==> config.mk <==
export PLATFORM = sky130hd
export DESIGN_NAME = btn_conditioner
export DESIGN_NICKNAME = d
export VERILOG_FILES = /design/src/rtl/btn_conditioner.sv
export SDC_FILE = /design/constraint.sdc
export NUM_CORES = 1
export LEC_CHECK = 0
export ABC_AREA = 1
export BUFFER_PORTS_ARGS = -buffer_cell sky130_fd_sc_hd__buf_2
export CORE_ASPECT_RATIO = 0.8
export CORE_UTILIZATION = 45
export DETAILED_ROUTE_END_ITERATION = 8
export MAX_ROUTING_LAYER = met4
export PLACE_DENSITY = 0.6
export SYNTH_ARGS = -nofsm -noshare
export SYNTH_HDL_FRONTEND = slang
export SYNTH_SLANG_ARGS = --single-unit
==> constraint.sdc <==
create_clock -name clk -period 3.35 [get_ports clk]
set_input_delay 0.1675 -clock clk [delete_from_list [all_inputs] [get_ports clk]]
set_output_delay 0.1675 -clock clk [all_outputs]
set_load 0.01 [all_outputs]
==> src/rtl/btn_conditioner.sv <==
// N-channel push-button conditioner: synchroniser, counter debounce, press/release
// pulses and optional per-channel auto-repeat, all on the single master clock.
module btn_conditioner #(
   parameter int N_BTN           = 5,
   parameter int SYNC_STAGES     = 2,
   parameter int DEBOUNCE_CYCLES = 1000000,
   parameter int REPEAT_DELAY    = 30000000,
   parameter int REPEAT_PERIOD   = 10000000
) (
   input  logic             clk,
   input  logic             rst,
   input  logic [N_BTN-1:0] btn_raw,
   input  logic [N_BTN-1:0] repeat_en,
   output logic [N_BTN-1:0] btn_level,
   output logic [N_BTN-1:0] btn_press,
   output logic [N_BTN-1:0] btn_release,
   output logic [N_BTN-1:0] btn_repeat
);

   localparam int DCW  = $clog2(DEBOUNCE_CYCLES + 1);
   localparam int RMAX = (REPEAT_DELAY > REPEAT_PERIOD) ? REPEAT_DELAY : REPEAT_PERIOD;
   localparam int RCW  = $clog2(RMAX + 1);

   localparam logic [DCW-1:0] DB_LAST = DCW'(DEBOUNCE_CYCLES - 1);
   localparam logic [RCW-1:0] RD_LOAD = RCW'(REPEAT_DELAY - 1);
   localparam logic [RCW-1:0] RP_LOAD = RCW'(REPEAT_PERIOD - 1);

   typedef enum logic [1:0] {IDLE, HOLD, REPEAT} state_t;

   for (genvar i = 0; i < N_BTN; i++) begin : g_ch
      logic [SYNC_STAGES-1:0] sync_q;
      logic                   sync;
      logic [DCW-1:0]         db_cnt;
      logic                   level;
      logic                   level_nx;
      logic                   accept;
      logic                   press_q;
      logic                   rel_q;
      logic                   rep_q;
      logic [RCW-1:0]         rp_cnt;
      state_t                 state;

      assign sync     = sync_q[SYNC_STAGES-1];
      assign accept   = (sync != level) && (db_cnt == DB_LAST);
      assign level_nx = accept ? sync : level;

      always_ff @(posedge clk) begin
         if (rst) begin
            sync_q  <= '0;
            db_cnt  <= '0;
            level   <= 1'b0;
            press_q <= 1'b0;
            rel_q   <= 1'b0;
            rep_q   <= 1'b0;
            rp_cnt  <= '0;
            state   <= IDLE;
         end else begin
            sync_q <= {sync_q[SYNC_STAGES-2:0], btn_raw[i]};

            // Any cycle of agreement clears the count, so glitches never accumulate.
            if (sync == level || accept) db_cnt <= '0;
            else                         db_cnt <= db_cnt + 1'b1;

            level   <= level_nx;
            press_q <= accept & sync;
            rel_q   <= accept & ~sync;
            rep_q   <= 1'b0;

            case (state)
               IDLE: begin
                  // Covers both a fresh press and enabling repeat on an already-held button.
                  if (level_nx && repeat_en[i]) begin
                     state  <= HOLD;
                     rp_cnt <= RD_LOAD;
                  end
               end
               HOLD, REPEAT: begin
                  // Release or disable take priority over a repeat due in the same cycle.
                  if (!level_nx || !repeat_en[i]) begin
                     state <= IDLE;
                  end else if (rp_cnt == '0) begin
                     rep_q  <= 1'b1;
                     state  <= REPEAT;
                     rp_cnt <= RP_LOAD;
                  end else begin
                     rp_cnt <= rp_cnt - 1'b1;
                  end
               end
               default: state <= IDLE;
            endcase
         end
      end

      assign btn_level[i]   = level;
      assign btn_press[i]   = press_q;
      assign btn_release[i] = rel_q;
      assign btn_repeat[i]  = rep_q;
   end

endmodule
==> results of run 1 <==
-- cell families (layout without fill, tap and decap cells) --
logic type / count (synthesis) / count (layout) / share of synthesized area, %
buf+inv: 315 / 346 / 9.036
compound gates: 213 / 213 / 8.451
simple gates: 1354 / 1354 / 39.63
xor+xnor: 100 / 100 / 5.840
flops: 265 / 265 / 35.37
fa+ha+maj: 20 / 20 / 1.669
-- power by group through the flow --
| stage | Clock, W | Combinational [W] | Sequential, W |
|---|---|---|---|
| 6_report | 0.00358 | 0.000435 | 0.00320 |
| 5_1_grt | 0.00380 | 0.000494 | 0.00320 |
| 4_1_cts | 0.00367 | 0.000436 | 0.00320 |
| 3_3_place_gp | 0 | 0.000422 | 0.00327 |
| 2_1_floorplan | 0 | 0.000339 | 0.00327 |
| 3_5_place_dp | 0 | 0.000426 | 0.00327 |
-- layer usage --
layer / share of wire [%] / wire (um)
met1: 52 / 17590
met2: 43 / 14610
met3: 3.8 / 1285
met4: 1.7 / 575
met5: 0 / 0
-- flip-flops by register name, summed over array words and instances (netlist names) --
name,count
g_ch.rel_q,5
g_ch.rep_q,5
g_ch.state,10
g_ch.level,5
g_ch.db_cnt,100
g_ch.rp_cnt,125
g_ch.press_q,5
g_ch.sync_q,10
-- through the flow --
stage / hold WS, ps / worst slack (ps) / instance area (um2)
3_3_place_gp: 371.5 / 1157 / 15300
6_report: 25.72 / 1076 / 16470
5_1_grt: 27.18 / 887.0 / 16470
2_1_floorplan: 274.5 / 1672 / 15000
4_1_cts: 0.2929 / 1112 / 16470
3_5_place_dp: 373.2 / 1119 / 15300
-- worst reg2reg max path, cell delays in order (launching register included) --
cell	delay, ps
dfxtp_1	360
inv_1	50
ha_1	580
inv_1	240
a21oi_2	440
nand2_2	200
nand2_1	110
nand2_1	50
nand2_1	60
nor2_1	30
-- final timing paths --
path / from / end / slack, ps / depth (start not counted)
worst max register to register: g_ch[1].state[0] / g_ch[1].state[1] / 1080 / 9
worst min register to register: g_ch[0].sync_q[0] / g_ch[0].sync_q[1] / 400 / 2
worst min-delay path: repeat_en[1] / g_ch[1].rep_q / 30 / 3
worst max-delay path: g_ch[1].state[0] / g_ch[1].state[1] / 1080 / 9
-- what timing repair did --
item,4_1_cts,5_1_grt
resized for setup,0,0
hold endpoints to repair,11,0
hold buffers,9,0
-- cells in the final DEF, fill, tap and decap left out, types with 5 or more instances in the layout --
master	count
clkbuf_8	9
xnor2_1	25
nand3_1	135
dlygate4sd3_1	9
nand2_1	555
a21oi_1	132
bufinv_16	6
buf_4	7
o21ai_0	36
xor2_1	75
buf_2	30
dfxtp_1	265
nor3_1	66
inv_2	7
nor4_1	15
inv_1	237
nor2_2	20
ha_1	20
or2_2	25
nor2_1	413
nand4_1	68
nand3_2	10
nand3b_1	7
a21oi_2	9
clkbuf_16	29
nor3b_1	7
nor3_2	8
o21bai_1	6
clkbuf_1	5
nand2_2	13
-- layout make-up --
type                            instances  area, um2
Fill cell                            3279      16160
Multi-Input combinational cell       1687       8337
Sequential cell                       265       5305
Inverter                              246      923.4
Clock buffer                           43      868.3
Tap cell                              427      534.3
Timing Repair Buffer                   46      292.8
Clock inverter                         11      209.0
-- synth_stat cells, types with 2 or more instances --
| cell type | n |
|---|---|
| xnor2_1 | 25 |
| nor4_1 | 15 |
| xor2_1 | 75 |
| nand3b_1 | 7 |
| a21oi_1 | 132 |
| nand4_1 | 68 |
| nor3b_1 | 7 |
| nand2_1 | 555 |
| and3_1 | 2 |
| nor2_1 | 413 |
| o21ai_0 | 36 |
| o21bai_1 | 6 |
| a31oi_1 | 3 |
| ha_1 | 20 |
| or2_2 | 25 |
| nand3_2 | 10 |
| a21boi_0 | 2 |
| clkinv_1 | 2 |
| nand2_2 | 13 |
| a21oi_2 | 9 |
| inv_1 | 237 |
| inv_2 | 7 |
| o211ai_1 | 4 |
| clkbuf_1 | 27 |
| a31o_2 | 4 |
| buf_4 | 23 |
| nand3_1 | 135 |
| buf_2 | 9 |
| dfxtp_1 | 265 |
| o31ai_1 | 4 |
| o2111ai_1 | 4 |
| nor2_4 | 4 |
| a21oi_4 | 3 |
| buf_6 | 10 |
| nor3_2 | 8 |
| nor3_1 | 66 |
| o21ai_4 | 3 |
| nor2_2 | 20 |
==> impl_metrics.env, run 1 <==
export IMPL_io_buffers=31
export IMPL_drtAntennaViolNets=0
export IMPL_wirelength_um=34070
export IMPL_rsz0062_at_grt="false"
export IMPL_die_w_um=206.1
export IMPL_antenna_found_initial=0
export IMPL_antenna_cells=0
export IMPL_cts_tree="yes"
export IMPL_synthCells=2267
export IMPL_switching_power_w=0.001667
export IMPL_worst_endpoint_arrival_ps=2690
export IMPL_stdcell_count=2725
export IMPL_worst_slew_pin_slew_ps=824.4
export IMPL_core_area_um2=32630
export IMPL_synth_top_cell_area_share_pct=35.37
export IMPL_synthTopCellsByArea="dfxtp_1 35%, nand2_1 14%, nor2_1 10%, inv_1 5.9%, nand3_1 4.5%"
export IMPL_cp_common_cell="nand2_1"
export IMPL_die_area_um2=34060
export IMPL_wl_per_cell_um=12.50
export IMPL_grtUsageMet3_pct=2.845
export IMPL_io_pin_count=32
export IMPL_worst_setup_path_type="reg2reg"
export IMPL_utilization_pct=50.48
export IMPL_synth_largest_area_cell="dfxtp_1"
export IMPL_drt_iter0_markers=726
export IMPL_cts_max_level=1
export IMPL_max_slew_margin_pct=45.04
export IMPL_synth_fp_nets=2299
export IMPL_start_util_pct=45.96
export IMPL_ys_async_sr_fraction_pct=0
export IMPL_grt_overflow=0
export IMPL_dp_hpwl_um=24050
export IMPL_cts_buffers=29
export IMPL_fin_nets=2307
export IMPL_die_y_um=165.3
export IMPL_power_w=0.007217
export IMPL_start_kind="flop"
export IMPL_dp_cells=2662
export IMPL_cts_root_buf="clkbuf_16"
export IMPL_final_setup_tns_ps=0
export IMPL_post_route_period_util_pct=67.87
export IMPL_fmax_ghz=0.4398
export IMPL_globalRouteMet2Util_pct=33.19
export IMPL_critical_path_slowest_cell="ha_1"
export IMPL_cap_violations=0
export IMPL_grt_usage_pct=20.97
export IMPL_cp_max_fo=12
export IMPL_vias=13640
export IMPL_cts_sinks=265
export IMPL_cts_buffer_depth=3
export IMPL_p_comb_share_pct=6.0
export IMPL_path_clk_slew_ps=60
export IMPL_grt_pass1_wl_um=58170
export IMPL_seqPwrFrac_pct=44.4
export IMPL_worstPathCellList="inv_1 > ha_1 > inv_1 > a21oi_2 > nand2_2 > nand2_1 > nand2_1 > nand2_1 > nor2_1"
export IMPL_p_int_w=0.005550
export IMPL_first_global_vias=12620
export IMPL_end_kind="flop"
export IMPL_powerDensity_nw_per_um2=438.2
export IMPL_yosysSeqAreaShare_pct=35.37
export IMPL_syn_area_um2=15000
export IMPL_avgViaCountPerCell=5.006
export IMPL_grt_max_degree=72
export IMPL_busiest_layer="met2"
export IMPL_ys_types=47
export IMPL_slowest_delay_ps=580
export IMPL_critPathRequiredTime_ps=3770
export IMPL_pwr_share_clk_pct=49.6
export IMPL_hold_path_class="in2reg"
export IMPL_ys_warn_count=0
export IMPL_synth_edf_count=0
export IMPL_path_buf_inv=2
export IMPL_skew_ps=15.61
export IMPL_final_max_slew_violation_count=0
export IMPL_drc=0
export IMPL_path_delay_family="adder cells"
export IMPL_drive_above_1_share_pct=8.616
export IMPL_num_rows=59
export IMPL_grt_util_met1_pct=28.33
export IMPL_cts_setup_buffers=0
export IMPL_synth_flop_cell="dfxtp_1"
export IMPL_finalSetupViolCount=0
export IMPL_cellLeakagePower_nw=6.847
export IMPL_status="finished clean"
export IMPL_avgSynthCellArea_um2=6.615
export IMPL_area_growth_pct=9.819
export IMPL_ys_seq_elements=265
export IMPL_clk_latency_ps=560
export IMPL_vdd_drop_max_v=0.0003643
export IMPL_hold_violations=0
export IMPL_first_pass_iters=5
export IMPL_swShare_pct=23.09
export IMPL_gp_congestion=0.9155
export IMPL_fin_crit_ps=2274
(Power assumes the default switching activity.)
==> inputs of run 2 (changes only) <==
==> constraint.sdc (replaced) <==
create_clock -name clk -period 2.35 [get_ports clk]
set_input_delay 0.1175 -clock clk [delete_from_list [all_inputs] [get_ports clk]]
set_output_delay 0.1175 -clock clk [all_outputs]
set_load 0.01 [all_outputs]
==> impl_metrics.env, run 2 (synthesized netlist as in run 1, its figures left out) <==
export IMPL_status="finished clean"
export IMPL_cts_tree="yes"
export IMPL_cts_root_buf="clkbuf_16"
export IMPL_num_rows=59
export IMPL_gp_congestion=0.9170
export IMPL_critPathRequiredTime_ps=2800
export IMPL_cts_buffers=29
export IMPL_cp_max_fo=6
export IMPL_dp_cells=2673
export IMPL_antenna_found_initial=0
export IMPL_fillers=3328
export IMPL_place_area_um2=15380
export IMPL_cts_sinks=265
export IMPL_slowest_delay_ps=390
export IMPL_reg_top3="g_ch.rp_cnt: 125 flops, g_ch.db_cnt: 100 flops"
export IMPL_largest_reg_flops=125
export IMPL_wirelength_um=33810
export IMPL_cellLeakagePower_nw=6.855
export IMPL_hold_path_class="in2reg"
export IMPL_cts_buffer_depth=3
export IMPL_path_buf_inv=1
export IMPL_finalSetupViolCount=0
export IMPL_grt_usage_pct=20.96
export IMPL_clk_latency_ps=560
export IMPL_cts_setup_buffers=0
export IMPL_antenna_cells=0
export IMPL_final_common_cell="nand2_1"
export IMPL_rsz0062_at_grt="false"
export IMPL_first_global_vias=12440
export IMPL_worstPathCellList="ha_1 > nand2_1 > inv_2 > nand2_1 > nor2_1 > nand3_1 > nand2_1 > nand3_2 > nor2_1 > nand2_1 > nand3_1 > nor2_1"
export IMPL_die_w_um=206.1
export IMPL_fmax_ghz=0.4753
export IMPL_final_max_slew_violation_count=0
export IMPL_die_area_um2=34060
export IMPL_start_kind="flop"
export IMPL_fin_crit_ps=2104
export IMPL_avgViaCountPerCell=4.974
export IMPL_first_pass_iters=6
export IMPL_utilization_pct=50.53
export IMPL_grt_pass1_wl_um=58480
export IMPL_post_route_period_util_pct=89.52
export IMPL_drc=0
export IMPL_critical_path_slowest_cell="nor2_1"
export IMPL_hold_violations=0
export IMPL_cap_violations=0
export IMPL_finalInstanceArea_um2=16490
export IMPL_path_clk_slew_ps=60
export IMPL_io_buffers=31
export IMPL_die_y_um=165.3
export IMPL_wl_per_cell_um=12.36
export IMPL_worst_endpoint_arrival_ps=2550
export IMPL_final_setup_tns_ps=0
export IMPL_worst_slew_pin_slew_ps=748.2
export IMPL_end_kind="flop"
export IMPL_fin_nets=2320
export IMPL_drive_above_1_share_pct=9.008
export IMPL_dp_hpwl_um=24260
export IMPL_path_delay_family="simple AND/OR/NAND/NOR gates"
export IMPL_skew_ps=12.76
export IMPL_vdd_drop_max_v=0.0004434
export IMPL_io_pin_count=32
export IMPL_drt_iter0_markers=676
export IMPL_grt_overflow=0
export IMPL_cts_max_level=1
export IMPL_stdcell_count=2736
export IMPL_drtAntennaViolNets=0
export IMPL_powerDensity_nw_per_um2=602.6
export IMPL_worst_setup_path_type="reg2reg"
export IMPL_grt_max_degree=62
export IMPL_start_util_pct=45.96
export IMPL_max_slew_margin_pct=50.12
export IMPL_vias=13610
export IMPL_core_area_um2=32630
export IMPL_timing_hold_ws_ps=300.8
export IMPL_area_growth_pct=9.937
export IMPL_cp_common_cell="nand2_1"
export IMPL_final_cell_mix="555 x nand2_1, 413 x nor2_1, 265 x dfxtp_1"
export IMPL_top_register="g_ch.rp_cnt"
-- run 2: worst register-to-register path: cells and delay by family (launching register included) --
kind          cells  cell delay, ps
simple gates     10            1400
fa+ha+maj         1             170
buf+inv           1              70
flops             1             350
-- run 2: area by class of cell --
cell class | count | area [um2] | area share, %
clock buffer | 40 | 837.1 | 5.077
clock inverter | 12 | 155.1 | 0.9410
inverter | 246 | 923.4 | 5.601
multi-input combinational | 1687 | 8337 | 50.57
sequential | 265 | 5305 | 32.18
tap | 427 | 534.3 | 3.240
timing repair buffer | 59 | 395.4 | 2.398
-- run 2: path summary, 6_finish.rpt --
check / startpoint / end / slack (ps) / cells after the start
min reg2reg: g_ch[2].sync_q[0] / g_ch[2].sync_q[1] / 410 / 2
max reg2reg: g_ch[4].db_cnt[0] / g_ch[4].rp_cnt[14] / 250 / 12
max: g_ch[4].db_cnt[0] / g_ch[4].rp_cnt[14] / 250 / 12
min: btn_raw[1] / g_ch[1].sync_q[0] / 300 / 4
-- run 2: where the power goes --
part / switching [W] / internal [W]
combinational: 0.000455 / 0.000194
clock: 0.00191 / 0.00281
sequential: 0.0000292 / 0.00454
-- run 2: metrics by stage --
step,total power [W],setup WS [ps]
2_1_floorplan,0.005139,671.6
3_3_place_gp,0.005292,293.7
3_5_place_dp,0.005294,261.4
4_1_cts,0.01008,248.6
5_1_grt,0.01035,43.09
6_report,0.009935,246.2
-- run 2: repair_timing --
item | in CTS | in global routing
gates resized for setup | 0 | 0
hold buffers | 11 | 0
endpoints found under the hold margin | 17 | 0
-- run 2: per-layer routing --
layer / wire, um / up-vias / track usage, % / part of all wire (%)
met1: 17720 / 6092 / 29.41 / 52
met5: 0 / - / - / 0
met3: 1306 / 42 / 2.943 / 3.9
met2: 14190 / 189 / 31.97 / 42
met4: 594 / 0 / 4.278 / 1.8
li1: - / 7287 / - / -
==> inputs of run 3 (changes only) <==
==> constraint.sdc (replaced) <==
create_clock -name clk -period 2.35 [get_ports clk]
set_input_delay 0.235 -clock clk [delete_from_list [all_inputs] [get_ports clk]]
set_output_delay 0.235 -clock clk [all_outputs]
set_load 0.01 [all_outputs]
==> impl_metrics.env, run 3 (synthesized netlist as in run 1, its figures left out) <==
export IMPL_worst_endpoint_arrival_ps=2520
export IMPL_vias=13600
export IMPL_cp_common_cell="nand2_1"
export IMPL_powerDensity_nw_per_um2=603.2
export IMPL_timing_hold_ws_ps=43.70
export IMPL_top_register="g_ch.rp_cnt"
export IMPL_wl_per_cell_um=12.48
export IMPL_skew_ps=13.55
export IMPL_final_cell_mix="555 x nand2_1, 413 x nor2_1, 265 x dfxtp_1"
export IMPL_largest_reg_flops=125
export IMPL_finalSetupViolCount=0
export IMPL_post_route_period_util_pct=88.14
export IMPL_critPathRequiredTime_ps=2800
export IMPL_end_kind="flop"
export IMPL_grt_max_degree=121
export IMPL_vdd_drop_max_v=0.0005889
export IMPL_cts_sinks=265
export IMPL_drive_above_1_share_pct=8.957
export IMPL_cap_violations=0
export IMPL_gp_congestion=0.9144
export IMPL_die_w_um=206.1
export IMPL_cts_setup_buffers=0
export IMPL_drt_iter0_markers=641
export IMPL_status="finished clean"
export IMPL_fin_nets=2312
export IMPL_die_y_um=165.3
export IMPL_io_buffers=31
export IMPL_cellLeakagePower_nw=6.834
export IMPL_crit_cells=12
export IMPL_finalInstanceArea_um2=16420
export IMPL_area_growth_pct=9.486
export IMPL_dp_hpwl_um=24450
export IMPL_drtAntennaViolNets=0
export IMPL_cts_max_level=1
export IMPL_worstPathCellList="ha_1 > nand2_1 > inv_2 > nand2_1 > nor2_1 > nand3_1 > nand2_1 > nand3_2 > nor2_1 > nand2_1 > nand3_1 > nor2_1"
export IMPL_cp_max_fo=6
export IMPL_cts_buffers=29
export IMPL_critical_path_slowest_cell="nor2_1"
export IMPL_hold_violations=0
export IMPL_drc=0
export IMPL_avgViaCountPerCell=4.986
export IMPL_worst_slew_pin_slew_ps=689.8
export IMPL_final_common_cell="nand2_1"
export IMPL_grt_usage_pct=20.96
export IMPL_core_area_um2=32630
export IMPL_clk_latency_ps=550
export IMPL_cts_buffer_depth=3
export IMPL_fmax_ghz=0.4828
export IMPL_antenna_cells=0
export IMPL_grt_pass1_wl_um=58350
export IMPL_rsz0062_at_grt="false"
export IMPL_first_global_vias=12470
export IMPL_grt_overflow=0
export IMPL_first_pass_iters=5
export IMPL_final_max_slew_violation_count=0
export IMPL_antenna_found_initial=0
export IMPL_start_util_pct=45.96
export IMPL_die_area_um2=34060
export IMPL_max_slew_margin_pct=53.79
export IMPL_path_delay_family="simple AND/OR/NAND/NOR gates"
export IMPL_slowest_delay_ps=370
export IMPL_reg_top3="g_ch.rp_cnt: 125 flops, g_ch.db_cnt: 100 flops"
export IMPL_wirelength_um=34030
export IMPL_worst_setup_path_type="reg2reg"
export IMPL_fin_crit_ps=2071
export IMPL_cts_root_buf="clkbuf_16"
export IMPL_path_buf_inv=1
export IMPL_place_area_um2=15380
export IMPL_reg2reg_depth=12
export IMPL_cts_tree="yes"
export IMPL_num_rows=59
export IMPL_start_kind="flop"
export IMPL_final_setup_tns_ps=0
export IMPL_hold_path_class="in2reg"
export IMPL_whs_path_depth=3
export IMPL_path_clk_slew_ps=60
export IMPL_io_pin_count=32
==> run 3: worst min-delay path: stages <==
cell,delay (ps)
buf_2,140
o2111ai_1,110
a21oi_1,60
==> run 3: cell type report <==
class | count | area [um2]
Sequential cell | 265 | 5305
Multi-Input combinational cell | 1687 | 8337
Clock inverter | 13 | 167.7
Timing Repair Buffer | 51 | 332.8
Inverter | 246 | 923.4
Tap cell | 427 | 534.3
Clock buffer | 38 | 819.5
Fill cell | 3345 | 16210
==> run 3: final timing paths <==
path,startpoint,to,slack [ps]
worst min-delay path,repeat_en[3],g_ch[3].rp_cnt[6],40
worst max register to register,g_ch[4].db_cnt[0],g_ch[4].rp_cnt[14],280
worst min register to register,g_ch[0].sync_q[0],g_ch[0].sync_q[1],410
worst max-delay path,g_ch[4].db_cnt[0],g_ch[4].rp_cnt[14],280
==> run 3: per-layer routing <==
layer  GRT usage (%)  part of all wire (%)
met5               -                     0
met3           2.688                   3.7
met1           29.03                    52
met2           32.72                    43
met4           4.144                   1.6
==> run 3: power breakdown <==
| part | switching (W) | leakage [nW] | internal, W | total (W) |
|---|---|---|---|---|
| clock network | 0.00183 | 0.492 | 0.00287 | 0.00470 |
| registers | 0.0000286 | 2.14 | 0.00454 | 0.00456 |
| logic | 0.000451 | 4.21 | 0.000188 | 0.000639 |
==> run 3: repair_timing <==
item                      in CTS  in global routing
hold endpoints to repair       5                  0
resized for setup              0                  0
hold buffers                   5                  0
==> run 3: metrics by stage <==
step	total power (W)	utilization (%)	setup WS, ps	instances
2_1_floorplan	0.005139	-	671.6	2267
3_3_place_gp	0.005292	47.14	305.8	2671
3_5_place_dp	0.005294	47.14	262.0	2671
4_1_cts	0.01005	50.32	246.3	2727
5_1_grt	0.01030	50.32	13.30	2727
6_report	0.009905	50.32	278.8	2727
